$ cat src/rtl/rv32i_pipe_regs.sv
// Purpose : parametrised in-order pipeline-register bank (valid + control word + data word per stage)
//           with stall propagation, automatic bubble insertion, per-stage flush and status counters.
// Latency : instruction accepted at edge t sits in stage i after edge t+i; no extra registering of hold.
// Backpressure: a stall at stage k freezes stages 0..k; in_ready = !hold[0], independent of in_valid/flush.
// Ports   : clk/rst (sync, active-high); in_valid/in_cw/in_dw/in_ready (stage-0 input);
//           stall/flush (one bit per stage); out_valid/out_cw/out_dw (flattened stage contents,
//           stage i at [i*W +: W]); occupancy (popcount of valids); bubble_cnt (saturating count
//           of cycles with the oldest stage empty).
module rv32i_pipe_regs #(
  parameter int DEPTH = 4,
  parameter int CW_W  = 32,
  parameter int DW_W  = 256,
  parameter int CNT_W = 32
) (
  input  logic                       clk,
  input  logic                       rst,
  input  logic                       in_valid,
  input  logic [CW_W-1:0]            in_cw,
  input  logic [DW_W-1:0]            in_dw,
  output logic                       in_ready,
  input  logic [DEPTH-1:0]           stall,
  input  logic [DEPTH-1:0]           flush,
  output logic [DEPTH-1:0]           out_valid,
  output logic [DEPTH*CW_W-1:0]      out_cw,
  output logic [DEPTH*DW_W-1:0]      out_dw,
  output logic [$clog2(DEPTH+1)-1:0] occupancy,
  output logic [CNT_W-1:0]           bubble_cnt
);

  localparam int OCC_W = $clog2(DEPTH+1);

  logic [DEPTH-1:0]           r_valid;
  logic [DEPTH-1:0][CW_W-1:0] r_cw;
  logic [DEPTH-1:0][DW_W-1:0] r_dw;
  logic [CNT_W-1:0]           r_bubble_cnt;
  logic [DEPTH-1:0]           w_hold;
  logic [OCC_W-1:0]           w_occ;

  // Hold ripples from the oldest stage toward stage 0: anything behind a stalled
  // stage must also freeze or it would overwrite the stalled instruction.
  always_comb begin
    logic w_acc;
    w_acc  = 1'b0;
    w_hold = '0;
    for (int i = DEPTH-1; i >= 0; i--) begin
      w_acc     = w_acc | stall[i];
      w_hold[i] = w_acc;
    end
  end

  assign in_ready = !w_hold[0];

  always_ff @(posedge clk) begin
    if (rst) begin
      r_valid <= '0;
      r_cw    <= '0;
      r_dw    <= '0;
    end else begin
      // Stage 0: flush discards whatever is presented, which lets fetch redirect
      // on a mispredict without an extra cycle.
      if (flush[0]) begin
        r_valid[0] <= 1'b0;
        r_cw[0]    <= '0;
        r_dw[0]    <= '0;
      end else if (!w_hold[0]) begin
        r_valid[0] <= in_valid;
        r_cw[0]    <= in_valid ? in_cw : '0;
        r_dw[0]    <= in_valid ? in_dw : '0;
      end

      for (int i = 1; i < DEPTH; i++) begin
        if (flush[i]) begin
          r_valid[i] <= 1'b0;
          r_cw[i]    <= '0;
          r_dw[i]    <= '0;
        end else if (!w_hold[i]) begin
          if (w_hold[i-1]) begin
            // Stage behind us is frozen: advance with a bubble so the same
            // instruction is not duplicated downstream.
            r_valid[i] <= 1'b0;
            r_cw[i]    <= '0;
            r_dw[i]    <= '0;
          end else begin
            r_valid[i] <= r_valid[i-1];
            r_cw[i]    <= r_cw[i-1];
            r_dw[i]    <= r_dw[i-1];
          end
        end
      end
    end
  end

  always_ff @(posedge clk) begin
    if (rst) begin
      r_bubble_cnt <= '0;
    end else if (!r_valid[DEPTH-1] && (r_bubble_cnt != {CNT_W{1'b1}})) begin
      r_bubble_cnt <= r_bubble_cnt + 1'b1;
    end
  end

  always_comb begin
    w_occ = '0;
    for (int i = 0; i < DEPTH; i++) begin
      w_occ = w_occ + OCC_W'(r_valid[i]);
    end
  end

  assign out_valid  = r_valid;
  assign out_cw     = r_cw;
  assign out_dw     = r_dw;
  assign occupancy  = w_occ;
  assign bubble_cnt = r_bubble_cnt;

endmodule

$ cat config.mk
export PLATFORM = sky130hd
export DESIGN_NAME = rv32i_pipe_regs
export DESIGN_NICKNAME = d
export VERILOG_FILES = /design/src/rtl/rv32i_pipe_regs.sv
export SDC_FILE = /design/constraint.sdc
export NUM_CORES = 2
export LEC_CHECK = 0
export ABC_AREA = 0
export BUFFER_PORTS_ARGS = -buffer_cell sky130_fd_sc_hd__buf_4
export CORE_AREA = 5 5 583 585
export DETAILED_ROUTE_END_ITERATION = 12
export DIE_AREA = 0 0 588 590
export PLACE_DENSITY_LB_ADDON = 0.1
export SKIP_LAST_GASP = 1
export SLEW_MARGIN = 30
export SYNTH_ARGS = -nofsm -noshare
export SYNTH_HDL_FRONTEND = slang
export SYNTH_SLANG_ARGS = --single-unit
$ cat constraint.sdc
create_clock -name clk -period 2.8 [get_ports clk]
set_clock_uncertainty 0.1 [all_clocks]
set_input_delay 0 -clock clk [delete_from_list [all_inputs] [get_ports clk]]
set_output_delay 0 -clock clk [all_outputs]
set_load 0.005 [all_outputs]
==> impl_metrics.toml <==
[timing]
maxSlewHeadroom = 0.302
finalSetupTns_ns = 0
fmax_mhz = 373
setup_viol = 0
maxSlewViolCount = 0
rsz0062_at_grt = "no"
worst_slew_pin_slew_ns = 1.05
hold_violations = 0
timing.final.crit_share = 0.958
period_minus_slack_ns = 2.68

[synthesis]
async_reset_ff_frac = 0
synth_ff_type = "dfxtp_1"
syn_area_um2 = 43300
ys_ff_latch = 1188
synth-warning-count = 0
synth_nets = 5326
seq_area_frac_synth = 0.549
synth_fa_ha_area_frac = 0.00133
synth_area_per_cell_um2 = 8.62
synth.area.mux_share = 0.000491
synth-compound-area-share = 0.157
synth-xor-area-share = 0.00222
syn_inst = 5023
synth_edf_count = 0
synthSimpleGateAreaFrac = 0.246
synth_top_family_by_area = "simple AND/OR/NAND/NOR gates"
netlist-cell-type-count = 49

[placed_design]
port-buffer-count = 1490
dp_hpwl_um = 227000
place_area_um2 = 60100
dpl.cell_count = 10600
place.gp.congestion = 0.836

[cells_and_area]
design_area_um2 = 75900
final_cells = 11900
layout-drive-gt1-share = 0.255
finalNetCount = 7699
area_growth_pct = 75.2
final_core_util = 0.227

[critical_path]
cpLargestDelayFamily = "buffers and inverters"
cp_num_buf_inv = 7
crit_arrival_ns = 3.32
crit_required_ns = 3.44
crit_type = "input pin to register"
cp_common_cell = "dlygate4sd3_1"
reg2reg_from = "bubble_cnt[0]$_SDFFE_PP0P_"
crit_chain = "dlygate4sd3_1, buf_8, or2_4, inv_8, buf_12, buf_12, nand3_1, dlygate4sd3_1, a21oi_1, dlygate4sd3_1"
endpoint_kind = "register"
path_max_fanout = 23
reg2reg_slack_ns = 0.45
crit_slowest_cell = "dlygate4sd3_1"
critPathLaunchType = "input pin"
r2r_end = "bubble_cnt[25]$_SDFFE_PP0P_"
r2r_cells = 7
cp_slowest_stage_delay_ns = 0.58

[min_path]
hold_path_class = "input pin to register"
hold_depth = 4
whs_endpoint = "out_dw[137]$_SDFFE_PP0P_"
min_from = "in_dw[137]"

[drt]
wl_per_cell_um = 25.6
wl_um = 306000
first_pass_iters = 7
ant_nets = 0
drtIter0Drc = 2437
drc = 0
num_vias = 47500
vias_per_cell = 3.98

[clocking]
cts.sinks = 1188
cts-htree-levels = 4
root_buffer = "clkbuf_16"
cts.clk_slew.worst_paths_ns = 0.06
postCtsSetupRepairBufs = 0
clockBufferDepth = 4
cts_buffers = 165
cts_tree = "done"
insertion_delay_ns = 0.82

[die]
start_util = 0.129
core-area_um2 = 335000
die_h_um = 590
io_pins = 1491
die_area_um2 = 347000
fp-row-count = 213
die_x_um = 588

[power]
p_switching_mw = 10.3
clkPwrFrac = 0.517
ir_drop_mv = 0.507
pwr-share-seq = 0.415
fin_total_pwr_mw = 40.9
power_density_nw_per_um2 = 539
leakage_nw = 27.4
power.internal_mw = 30.6
swShare = 0.252
combPwrFrac = 0.069

[global_routing]
grt-ovfl-total = 0
track_usage = 0.168
grt_start_max_net_pins = 170
antenna_found_initial = 29
first_global_vias = 48100
grt_pass1_wl_um = 418000

[flow_run]
maxCapViolations = 0

[run_status]
outcome = "finished clean"
## worst max path at each step
stage	from	endpoint	cells past startpoint	slack [ns]
after global routing	out_valid[0]$_SDFFE_PP0P_	occupancy[1]	6	0.02
after detailed placement	bubble_cnt[0]$_SDFFE_PP0P_	bubble_cnt[25]$_SDFFE_PP0P_	7	0.32
after global placement	bubble_cnt[0]$_SDFFE_PP0P_	bubble_cnt[25]$_SDFFE_PP0P_	7	0.33
final	stall[0]	out_dw[48]$_SDFFE_PP0P_	10	0.12
after floorplan	bubble_cnt[12]$_SDFFE_PP0P_	bubble_cnt[31]$_SDFFE_PP0P_	5	0.71
after CTS	out_valid[0]$_SDFFE_PP0P_	occupancy[1]	6	0.02
## flip-flops by register name, indices dropped and copies added (netlist names)
register,flops
bubble_cnt,32
out_cw,128
out_valid,4
out_dw,1024
## synthesized netlist by cell type (all sizes together), types with 2 or more instances
cell    count  area share
a211oi      5     0.00087
a21oi     884        0.10
a22oi     289       0.050
a31oi       2     0.00029
and3        5     0.00072
and4        2     0.00043
buf        35      0.0037
clkbuf    453       0.039
dfxtp    1188        0.55
ha          3     0.00087
inv        10     0.00087
nand2     591       0.051
nand3     300       0.035
nand3b    288       0.050
nand4       8      0.0013
nor2      597       0.052
nor3        2     0.00023
nor3b     288       0.050
nor4        5     0.00087
o21ai       7     0.00081
o31ai       9      0.0016
or2         7      0.0010
or3         9      0.0013
or4        10      0.0018
xnor2       7      0.0014
xor2        4     0.00081
## final cells by class
cell class              instances  area [µm²]
diodes                         17        42.5
clock buffers                 259        4920
clock inverters                25         395
fillers                     37000      259000
inverters                      10        45.0
multi-input cells            3337       17700
flip-flops and latches       1188       23800
well taps                    4407        5510
repair buffers               2694       23500
## through the flow
step	setup WS [ns]	hold WS (ns)
after CTS	0.0215	0.00155
after global routing	0.0176	0.0560
after floorplan	0.709	0.0675
final	0.119	0.117
after detailed placement	0.323	0.187
after global placement	0.333	0.184
## metal layers
layer,routed length (µm),track usage,part of all wire,vias to the layer above
li1,-,-,-,22200
met1,124000,0.196,0.41,23500
met2,149000,0.291,0.49,1405
met3,23000,0.0542,0.075,319
met4,9780,0.0496,0.032,12
met5,68,0,0.00022,-
## power by group through the flow
| stage | clock network, mW | registers (mW) | logic (mW) |
|---|---|---|---|
| after detailed placement | 0 | 17.3 | 2.12 |
| after global placement | 0 | 17.3 | 2.12 |
| final | 21.1 | 17.0 | 2.82 |
| after global routing | 22.6 | 17.0 | 3.01 |
| after CTS | 22.0 | 17.0 | 2.89 |
| after floorplan | 0 | 17.3 | 0.850 |
## timing repair
| item | in CTS | in global routing |
|---|---|---|
| hold buffers | 1032 | 0 |
| setup endpoints to repair | 1 | 0 |
| gates resized for setup | 2 | 0 |
| endpoints found under the hold margin | 986 | 0 |
## cells by family (layout without fill, tap and decap cells)
logic type / after synthesis / count (layout)
simple gates: 2118 / 2118
compound gates: 1202 / 1202
flops: 1188 / 1188
buf+inv: 498 / 2988
xor+xnor: 11 / 11
fa+ha+maj: 4 / 4
mux: 2 / 2
other cells: 0 / 17
## cell usage in the layout, fill, tap and decap left out, drive strengths merged, types with 3 or more instances in the layout
master | netlist | routed
o21ai | 7 | 7
nand2 | 591 | 591
nor3b | 288 | 288
or2 | 7 | 7
buf | 35 | 1665
clkinv | 0 | 15
clkbuf | 453 | 259
and3 | 5 | 5
or3 | 9 | 9
a21oi | 884 | 884
inv | 10 | 15
o31ai | 9 | 9
ha | 3 | 3
nor2 | 597 | 597
dfxtp | 1188 | 1188
a22oi | 289 | 289
diode | 0 | 17
nand3 | 300 | 300
nand4 | 8 | 8
xnor2 | 7 | 7
nand3b | 288 | 288
or4 | 10 | 10
a211oi | 5 | 5
dlygate4sd3 | 0 | 1029
nor4 | 5 | 5
xor2 | 4 | 4
bufinv | 0 | 4
## worst min-delay path, delay by kind of cell
family,cells,cell delay (ns)
AND/OR/NAND/NOR,1,0.16
buffers and inverters,2,0.74
AO/OA/AOI/OAI,1,0.09
Power figures use the tool's default switching activity.
